==> src/rtl/n64_vtiming_analyzer.sv <==
// N64 video timing front end: samples the VD sync nibble on every nVDSYNC strobe,
// counts lines per field and classifies PAL/NTSC, progressive/interlaced and field ID.
module n64_vtiming_analyzer #(
  parameter logic [9:0]  PAL_LINE_THRES = 10'd288,
  parameter logic [11:0] H_TIMEOUT      = 12'd4095
) (
  input  logic       VCLK,
  input  logic       nVRST,
  input  logic       nVDSYNC,
  input  logic [3:0] VD_SYNC,
  output logic       VINFO_VALID,
  output logic       VINFO_PAL,
  output logic       VINFO_INTERLACED,
  output logic       FIELD_ID,
  output logic [9:0] LINES_PER_FIELD,
  output logic       VS_STROBE
);

  localparam int VS_BIT = 3;
  localparam int HS_BIT = 1;
  localparam logic [9:0] LINE_MAX = 10'h3FF;

  typedef enum logic [1:0] {
    ST_NOSYNC,
    ST_ACQ1,
    ST_ACQ2,
    ST_LOCKED
  } state_e;

  state_e      state_q, state_d;
  logic [3:0]  sync_cur_q, sync_cur_d;
  logic [3:0]  sync_prev_q, sync_prev_d;
  logic        strobe_q, strobe_d;
  logic        evt_q, evt_d;
  logic        vs_fall_q, vs_fall_d;
  logic        hs_fall_q, hs_fall_d;
  logic [11:0] h_cnt_q, h_cnt_d;
  logic [9:0]  line_cnt_q, line_cnt_d;
  logic [9:0]  meas_q, meas_d;
  logic        cand_pal_q, cand_pal_d;
  logic        cand_il_q, cand_il_d;
  logic        valid_q, valid_d;
  logic        pal_q, pal_d;
  logic        il_q, il_d;
  logic        fid_q, fid_d;
  logic [9:0]  lpf_q, lpf_d;
  logic        vs_strobe_q, vs_strobe_d;

  logic [9:0]  m, p, diff;
  logic        pal_c, il_c, il_next, timeout;

  // CS and CLAMP are captured with the nibble but play no part in the measurement.
  logic unused_sync;
  assign unused_sync = ^{sync_prev_q[2], sync_prev_q[0]};

  always_comb begin
    // NOTE: every signal written here is given a default first, so no path
    // through the block can leave a value unassigned and infer a latch.
    state_d     = state_q;
    sync_cur_d  = sync_cur_q;
    sync_prev_d = sync_prev_q;
    h_cnt_d     = h_cnt_q;
    line_cnt_d  = line_cnt_q;
    meas_d      = meas_q;
    cand_pal_d  = cand_pal_q;
    cand_il_d   = cand_il_q;
    valid_d     = valid_q;
    pal_d       = pal_q;
    il_d        = il_q;
    fid_d       = fid_q;
    lpf_d       = lpf_q;
    il_next     = il_q;
    timeout     = 1'b0;

    // Stage 0: capture on strobe. Stage 1: detect edges one VCLK later.
    if (!nVDSYNC) begin
      sync_cur_d  = VD_SYNC;
      sync_prev_d = sync_cur_q;
    end
    strobe_d    = !nVDSYNC;
    evt_d       = strobe_q;
    vs_fall_d   = strobe_q & sync_prev_q[VS_BIT] & ~sync_cur_q[VS_BIT];
    hs_fall_d   = strobe_q & sync_prev_q[HS_BIT] & ~sync_cur_q[HS_BIT];
    vs_strobe_d = vs_fall_q;

    m     = line_cnt_q;
    p     = meas_q;
    diff  = (m > p) ? (m - p) : (p - m);
    pal_c = (m > PAL_LINE_THRES);
    il_c  = (diff == 10'd1);

    // Stage 2: counters, FSM and outputs, once per strobe.
    if (evt_q) begin
      if (hs_fall_q)              h_cnt_d = '0;
      else if (h_cnt_q < H_TIMEOUT) h_cnt_d = h_cnt_q + 12'd1;

      if (hs_fall_q && line_cnt_q != LINE_MAX) line_cnt_d = line_cnt_q + 10'd1;

      if (vs_fall_q) begin
        meas_d     = m;
        line_cnt_d = {9'd0, hs_fall_q};
        unique case (state_q)
          ST_NOSYNC: state_d = ST_ACQ1;
          ST_ACQ1:   state_d = ST_ACQ2;
          ST_ACQ2: begin
            state_d = ST_LOCKED;
            valid_d = 1'b1;
            pal_d   = pal_c;
            il_next = il_c;
            il_d    = il_c;
            lpf_d   = m;
            fid_d   = il_c & (m < p);
          end
          ST_LOCKED: begin
            // A classification bit only changes after two agreeing fields.
            if (pal_c == cand_pal_q) pal_d = pal_c;
            if (il_c == cand_il_q)   il_next = il_c;
            il_d  = il_next;
            lpf_d = m;
            fid_d = il_next & (m < p);
          end
          default: state_d = ST_NOSYNC;
        endcase
        cand_pal_d = pal_c;
        cand_il_d  = il_c;
      end

      timeout = (h_cnt_d >= H_TIMEOUT) || (line_cnt_d == LINE_MAX);
      if (timeout) begin
        state_d = ST_NOSYNC;
        valid_d = 1'b0;
        pal_d   = 1'b0;
        il_d    = 1'b0;
        fid_d   = 1'b0;
      end
    end
  end

  // NOTE: every flop here is a control/status register, so all of them take the
  // async reset; none of this is memory that could be left unreset.
  always_ff @(posedge VCLK or negedge nVRST) begin
    if (!nVRST) begin
      state_q     <= ST_NOSYNC;
      sync_cur_q  <= 4'hF;
      sync_prev_q <= 4'hF;
      strobe_q    <= 1'b0;
      evt_q       <= 1'b0;
      vs_fall_q   <= 1'b0;
      hs_fall_q   <= 1'b0;
      h_cnt_q     <= '0;
      line_cnt_q  <= '0;
      meas_q      <= '0;
      cand_pal_q  <= 1'b0;
      cand_il_q   <= 1'b0;
      valid_q     <= 1'b0;
      pal_q       <= 1'b0;
      il_q        <= 1'b0;
      fid_q       <= 1'b0;
      lpf_q       <= '0;
      vs_strobe_q <= 1'b0;
    end else begin
      // NOTE: non-blocking assignments so every flop samples pre-edge values.
      state_q     <= state_d;
      sync_cur_q  <= sync_cur_d;
      sync_prev_q <= sync_prev_d;
      strobe_q    <= strobe_d;
      evt_q       <= evt_d;
      vs_fall_q   <= vs_fall_d;
      hs_fall_q   <= hs_fall_d;
      h_cnt_q     <= h_cnt_d;
      line_cnt_q  <= line_cnt_d;
      meas_q      <= meas_d;
      cand_pal_q  <= cand_pal_d;
      cand_il_q   <= cand_il_d;
      valid_q     <= valid_d;
      pal_q       <= pal_d;
      il_q        <= il_d;
      fid_q       <= fid_d;
      lpf_q       <= lpf_d;
      vs_strobe_q <= vs_strobe_d;
    end
  end

  assign VINFO_VALID      = valid_q;
  assign VINFO_PAL        = pal_q;
  assign VINFO_INTERLACED = il_q;
  assign FIELD_ID         = fid_q;
  assign LINES_PER_FIELD  = lpf_q;
  assign VS_STROBE        = vs_strobe_q;

endmodule

==> config.mk <==
export PLATFORM = sky130hd
export DESIGN_NAME = n64_vtiming_analyzer
export DESIGN_NICKNAME = d
export VERILOG_FILES = /design/src/rtl/n64_vtiming_analyzer.sv
export SDC_FILE = /design/constraint.sdc
export NUM_CORES = 1
export LEC_CHECK = 0
export BUFFER_PORTS_ARGS = -buffer_cell sky130_fd_sc_hd__buf_2
export CORE_MARGIN = 5
export CORE_UTILIZATION = 62
export CTS_CLUSTER_SIZE = 10
export DETAILED_ROUTE_END_ITERATION = 16
export PLACE_DENSITY = 0.81
export RECOVER_POWER = 50
export REMOVE_ABC_BUFFERS = 1
export SYNTH_ARGS = -nofsm -noshare
export SYNTH_HDL_FRONTEND = slang
export SYNTH_SLANG_ARGS = --single-unit
==> constraint.sdc <==
create_clock -name VCLK -period 3.7 [get_ports VCLK]
set_input_delay 0.555 -clock VCLK [delete_from_list [all_inputs] [get_ports VCLK]]
set_output_delay 0.555 -clock VCLK [all_outputs]
set_load 0.005 [all_outputs]
---- Yosys cells after proc, flatten, opt, wreduce, memory -nomap -nowiden ----
Index checks and enable logic that the tools add are counted.
W data, S select, Z words.
storage, ports and cells
  flip-flop bits (word level) ............. 63
  output and inout port bits .............. 15
cells by class
  $add $sub $neg .......................... 4
  magnitude comparators ................... 5
  equality and inequality tests ........... 9
  multiplexer cells ....................... 27
  bitwise logic cells ..................... 8
  reductions and logical operators ........ 15
operator list
  kind                     count
  $mux W10                 4
  $mux W12                 3
  $sub A10 B10 Y10         2
  $mux W1                  14
  $add A12 B1 Y12 const B  1
  $ge A12 B12 Y1 const B   1
  $lt A12 B12 Y1 const B   1
  $reduce_and A3 Y1        4
  $add A10 B1 Y10 const B  1
  $eq A10 B1 Y1 const B    1
  $eq A10 B10 Y1 const B   1
  $gt A10 B10 Y1           1
  $gt A10 B9 Y1 const B    1
  $lt A10 B10 Y1           1
  $ne A10 B10 Y1 const B   1
  $and A1 B1 Y1            6
  $pmux W1 S2              3
  $pmux W2 S3              1
  $eq A2 B2 Y1 const B     2
  $mux W2                  2
  $reduce_and A4 Y1        1
  $reduce_bool A2 Y1       2
  $reduce_bool A4 Y1       1
  $ne A3 B3 Y1 const B     1
  10 further kinds         12

---- Logic depth before layout (Yosys ltp) ----
  word-level depth ........................ 12
  gate-level depth with buffers ........... 13

---- Worst setup path before layout ----
No wires, ideal clock.
  path kind ............................... reg-to-reg
  start point ............................. register line_cnt_q[2]
  end point ............................... register fid_q, in the netlist FIELD_ID
  setup time .............................. 66 ps
  arrival time ............................ 2950 ps
  required time ........................... 3634 ps
  path slack .............................. 684 ps
  stages on the path, launching flop included .. 14
  buffers on the path ..................... 2
  clock period less this slack ............ 3016 ps
  path through ............................ dfrtp_1 -> clkbuf_1 -> inv_1 -> ha_1 -> buf_6 -> nor2b_4 -> o21a_1 -> or4_4 -> a221oi_2 -> o2111ai_1 -> a22oi_2 -> o221ai_2 -> a211oi_2 -> a22o_1
on the way
  cells in the longest elaborated chain, start to end .. 12
  elaborated cells on any way between the ends .. 27
  those cells by class .................... 3 x add/sub; 2 x order compare; 4 x eq/ne; 11 x mux; 2 x bitwise; 5 x reduce/logical
RTL lines
  element                                                    line  text
  from (decl)                                                38    logic [9:0] line_cnt_q, line_cnt_d;
  from (signal assigned)                                     171   line_cnt_q <= line_cnt_d;
  $sub A10 B10 Y10 / $gt A10 B10 Y1 (equally long branches)  88    diff = (m > p) ? (m - p) : (p - m);
  $mux W10                                                   88
  $eq A10 B1 Y1                                              90    il_c = (diff == 10'd1);
  $eq A1 B1 Y1                                               117   if (il_c == cand_il_q) il_next = il_c;
  $mux W1                                                    117
  $mux W1                                                    102   unique case (state_q)
  $mux W1                                                    99    if (vs_fall_q) begin
  $mux W1                                                    93    if (evt_q) begin
  $and A1 B1 Y1                                              120   fid_d = il_next & (m < p);
  $pmux W1 S2                                                102
  $mux W1                                                    99
  $mux W1                                                    129   if (timeout) begin
  to (signal assigned)                                       178   fid_q <= fid_d;
  to (decl)                                                  45    logic fid_q, fid_d;
Parallel ways exist; a longest one is shown, timed or not. The select of a mux whose other input is x is not followed.
A chain may end at the register's enable or synchronous reset.

---- Final worst setup path ----
  start point ............................. register line_cnt_q[0]
  end point ............................... register fid_q, in the netlist FIELD_ID
Same word-level chain as after synthesis.

==> impl_metrics.toml <==
[pwr]
seqPwrFrac_pct = 39.3
p_comb_share_pct = 28.6
power.switching_uw = 637.5
power_per_cell_area_nw_per_um2 = 455.6
power_report.internal_total_mw = 1.371
fraction_of_power_consumed_by_the_clock_network_pct = 32.2
p_sw_share_pct = 31.74
total_leakage_power_nw = 1.960
vdd.ir_drop.worst_v = 0.0003471

[sta]
timing.slew.headroom_pct = -22.53
setup_viol_count_final = 0
max_freq_ghz = 0.2952
hold-worst-slack_ns = 0.4043
total_negative_slack_ns = 0
worst_pin_slew_ns = 1.838
clock_skew_ns = 0.006100
rsz0062_at_grt = "false"
final_max_slew_viol_count = 35
min_period_over_period_pct = 91.56
finalCriticalPeriod_ns = 3.388
final-hold-violation-count = 0
setup_slack_ns = 0.3125

[synthesis]
synth_async_sr_flop_share_pct = 100.0
post_synth.cell_area_avg_um2 = 8.813
seq_area_frac_synth_pct = 36.39
synthDominantAreaCellType = "sky130_fd_sc_hd__dfrtp_1"
synth_cell_type_count = 76
synth_edf_count = 0
synth_warnings = 0
gate_count_post_synth = 462
yosys.area.top_type_share_pct = 33.80
synth.ff_latch_count = 59
ys.flop_type = "sky130_fd_sc_hd__dfrtp_1"
main_area_contributors_after_synthesis = "sky130_fd_sc_hd__dfrtp_1 34%, sky130_fd_sc_hd__ha_1 8.0%, sky130_fd_sc_hd__o21ai_0 6.3%"
netlist_area_um2 = 4071

[final_layout]
drive_gt1_share_pct = 14.64
synthToLayoutAreaGrowth_pct = 8.267
insertedDiodeCount = 0
final_nets = 508
multi_input_comb_area_um2 = 2361
layout.cell_area.non_filler_um2 = 4408
sequential_cell_area_um2 = 1481
finish.cell_count_without_fillers = 555
fill_cells = 521

[route]
drtIter0Drc = 184
drc_errors = 0
detail_route.first_pass.iterations = 6
antenna_violating_nets_post_route = 0
via_count = 3490
wl_um = 8822
route.detailed.wl_per_inst_um = 15.90
avgViaCountPerCell = 6.288

[placement]
detailed_place.area_um2 = 4195
gp_routability_congestion = 0.9076
io_buffers = 19
detailedPlacementHpwl_um = 6382
dp_worst_setup_slack_ns = 0.4352
post-place-cells = 539

[flow_run]
drv.max_cap_violation_count = 1

[critical_path]
timing.critical_path.slowest_cell_delay_ns = 0.51
setup.reg_to_reg.worst_slack_ns = 0.31
critPathRequiredTime_ns = 3.98
ff2ff_path_depth = 11
cp-start-kind = "flop"
critical_path.reg2reg.startpoint = "line_cnt_q[0]"
timing.critical_path.max_delay_family = "compound AO/OA/AOI/OAI gates"
rr_endpoint = "FIELD_ID"
critical_path_cell_count = 11
cpMaxStageDelayCell = "sky130_fd_sc_hd__a2111oi_0"
crit_chain = "ha_1, fa_1, nand2b_1, o21ba_2, o21ai_0, a2111oi_0, o2111ai_1, a22oi_2, o221ai_2, a211oi_2, a22o_1"
worst-setup-path-type = "reg -> reg"
end_kind = "flop"
arrival_ns = 3.66
worstPathBufferInverterCount = 0
critical_path_peak_fanout = 9

[worst_hold_path]
min_from = "evt_d"
holdCritPathClass = "reg -> reg"
hold_path_depth = 0
hold_path_end = "evt_q"

[global_routing]
grt_use_total_pct = 22.02
grt_first_pass_wirelength_um = 15370
grt_overflow_total = 0
first_global_vias = 3307
grt_start_max_net_pins = 45
grt_antenna_before_repair = 0

[outcome]
failed_checks = "capacitance limit, slew limit"
run_status = "finished, violations left"

[floorplanning]
top_level_ports = 22
number_of_rows_created_at_floorplan = 29
initial_utilization_pct = 63.75
core_area_um2 = 6386
die-area_um2 = 8287
die_width_um = 91.04
chipHeight_um = 91.04

[cts]
hold_buffers = 0
postCtsResizedCells = 0
cts_tree = "done"
clock_tree.htree_level_count = 3
post_cts_buffers = 0
clkLatencyLatePin_ns = 0.33
numClockSinks = 59
cts_made_buffers = 9
clock_path_buffers = 2
cts.clk_slew.worst_paths_ns = 0.07
root_buffer = "sky130_fd_sc_hd__clkbuf_8"
-- cells by family after synthesis --
kind of cell	count (synthesis)	synth area share, %
AOI/OAI and AO/OA	163	27.38
adders and majority gates	28	8.974
xor gates and xnor gates	8	1.721
DFF	59	36.39
and+or+nand+nor	141	17.98
buffers and inverters	56	5.623
muxes	7	1.936
-- worst max path at each step --
stage	to	slack, ns	startpoint
5_1_grt	FIELD_ID	0.16	line_cnt_q[0]
3_5_place_dp	FIELD_ID	0.44	line_cnt_q[0]
2_1_floorplan	FIELD_ID	0.83	line_cnt_q[2]
4_1_cts	FIELD_ID	0.41	line_cnt_q[0]
3_3_place_gp	FIELD_ID	0.47	line_cnt_q[0]
6_report	FIELD_ID	0.31	line_cnt_q[0]
-- routing by layer --
layer / up-vias / track usage [%] / share of wire (%)
met5: - / 0 / 0
met4: 0 / 9.169 / 2.9
met3: 26 / 3.388 / 3.0
li1: 1707 / - / -
met2: 88 / 36.72 / 49
met1: 1669 / 28.52 / 45
-- synth_stat cells (6+ instances only) --
master	instances
sky130_fd_sc_hd__a211oi_1	7
sky130_fd_sc_hd__a21o_1	12
sky130_fd_sc_hd__a21oi_1	29
sky130_fd_sc_hd__a31oi_1	7
sky130_fd_sc_hd__clkbuf_1	18
sky130_fd_sc_hd__dfrtp_1	55
sky130_fd_sc_hd__ha_1	26
sky130_fd_sc_hd__inv_1	30
sky130_fd_sc_hd__mux2_2	7
sky130_fd_sc_hd__nand2_1	49
sky130_fd_sc_hd__nand2b_1	6
sky130_fd_sc_hd__nand3_1	11
sky130_fd_sc_hd__nand4_1	6
sky130_fd_sc_hd__nor2_1	28
sky130_fd_sc_hd__nor3_1	8
sky130_fd_sc_hd__o21ai_0	51
-- cell type report --
class | instances | share of cell area (%)
Tap cell | 77 | 2.186
Clock buffer | 12 | 3.293
Multi-Input combinational cell | 347 | 53.56
Inverter | 31 | 2.640
Timing Repair Buffer | 25 | 3.037
Sequential cell | 59 | 33.61
Clock inverter | 4 | 1.675
-- state kept, by name, indices dropped and copies added, names as in the netlist --
| name | count |
|---|---|
| FIELD_ID | 1 |
| LINES_PER_FIELD | 10 |
| VINFO_INTERLACED | 1 |
| VINFO_PAL | 1 |
| VINFO_VALID | 1 |
| VS_STROBE | 1 |
| cand_il_q | 1 |
| cand_pal_q | 1 |
| evt_d | 1 |
| evt_q | 1 |
| h_cnt_q | 12 |
| hs_fall_q | 1 |
| line_cnt_q | 10 |
| meas_q | 10 |
| state_q | 2 |
| sync_cur_q | 2 |
| sync_prev_q | 2 |
| vs_fall_q | 1 |
-- power by group through the flow --
stage / sequential, mW / clock [mW] / combinational [mW]
floorplan: 0.792 / 0 / 0.430
global placement: 0.796 / 0 / 0.554
detailed placement: 0.800 / 0 / 0.568
CTS: 0.788 / 0.657 / 0.573
global route: 0.801 / 0.693 / 0.644
finish: 0.788 / 0.646 / 0.574
-- worst register-to-register path: cells and delay by family (launching register included) --
kind	cells	cell delay, ns
fa+ha+maj	2	0.69
compound gates	8	1.93
flops	1	0.49
simple gates	1	0.22
-- placed cells by master, fill, tap and decap left out, drive strengths merged, types with 4 or more instances in the layout --
cell type / n
dfrtp: 55
o21ai: 51
nand2: 49
inv: 30
a21oi: 29
nor2: 29
ha: 26
buf: 22
clkbuf: 15
a21o: 12
nand3: 12
nor3: 9
a211oi: 8
mux2: 7
a31oi: 7
nand4: 6
nand2b: 6
a31o: 5
xnor2: 5
a22o: 5
and4: 5
nor2b: 5
o31ai: 5
o21bai: 4
o2111ai: 4
o21a: 4
dfstp: 4
-- metrics by stage --
step | util, % | total power, mW
CTS | 69.12 | 2.018
detailed placement | 65.69 | 1.368
global route | 69.02 | 2.138
floorplan | - | 1.222
finish | 69.02 | 2.008
global placement | 65.69 | 1.350
Note: power is estimated with default switching activity, not from simulation.
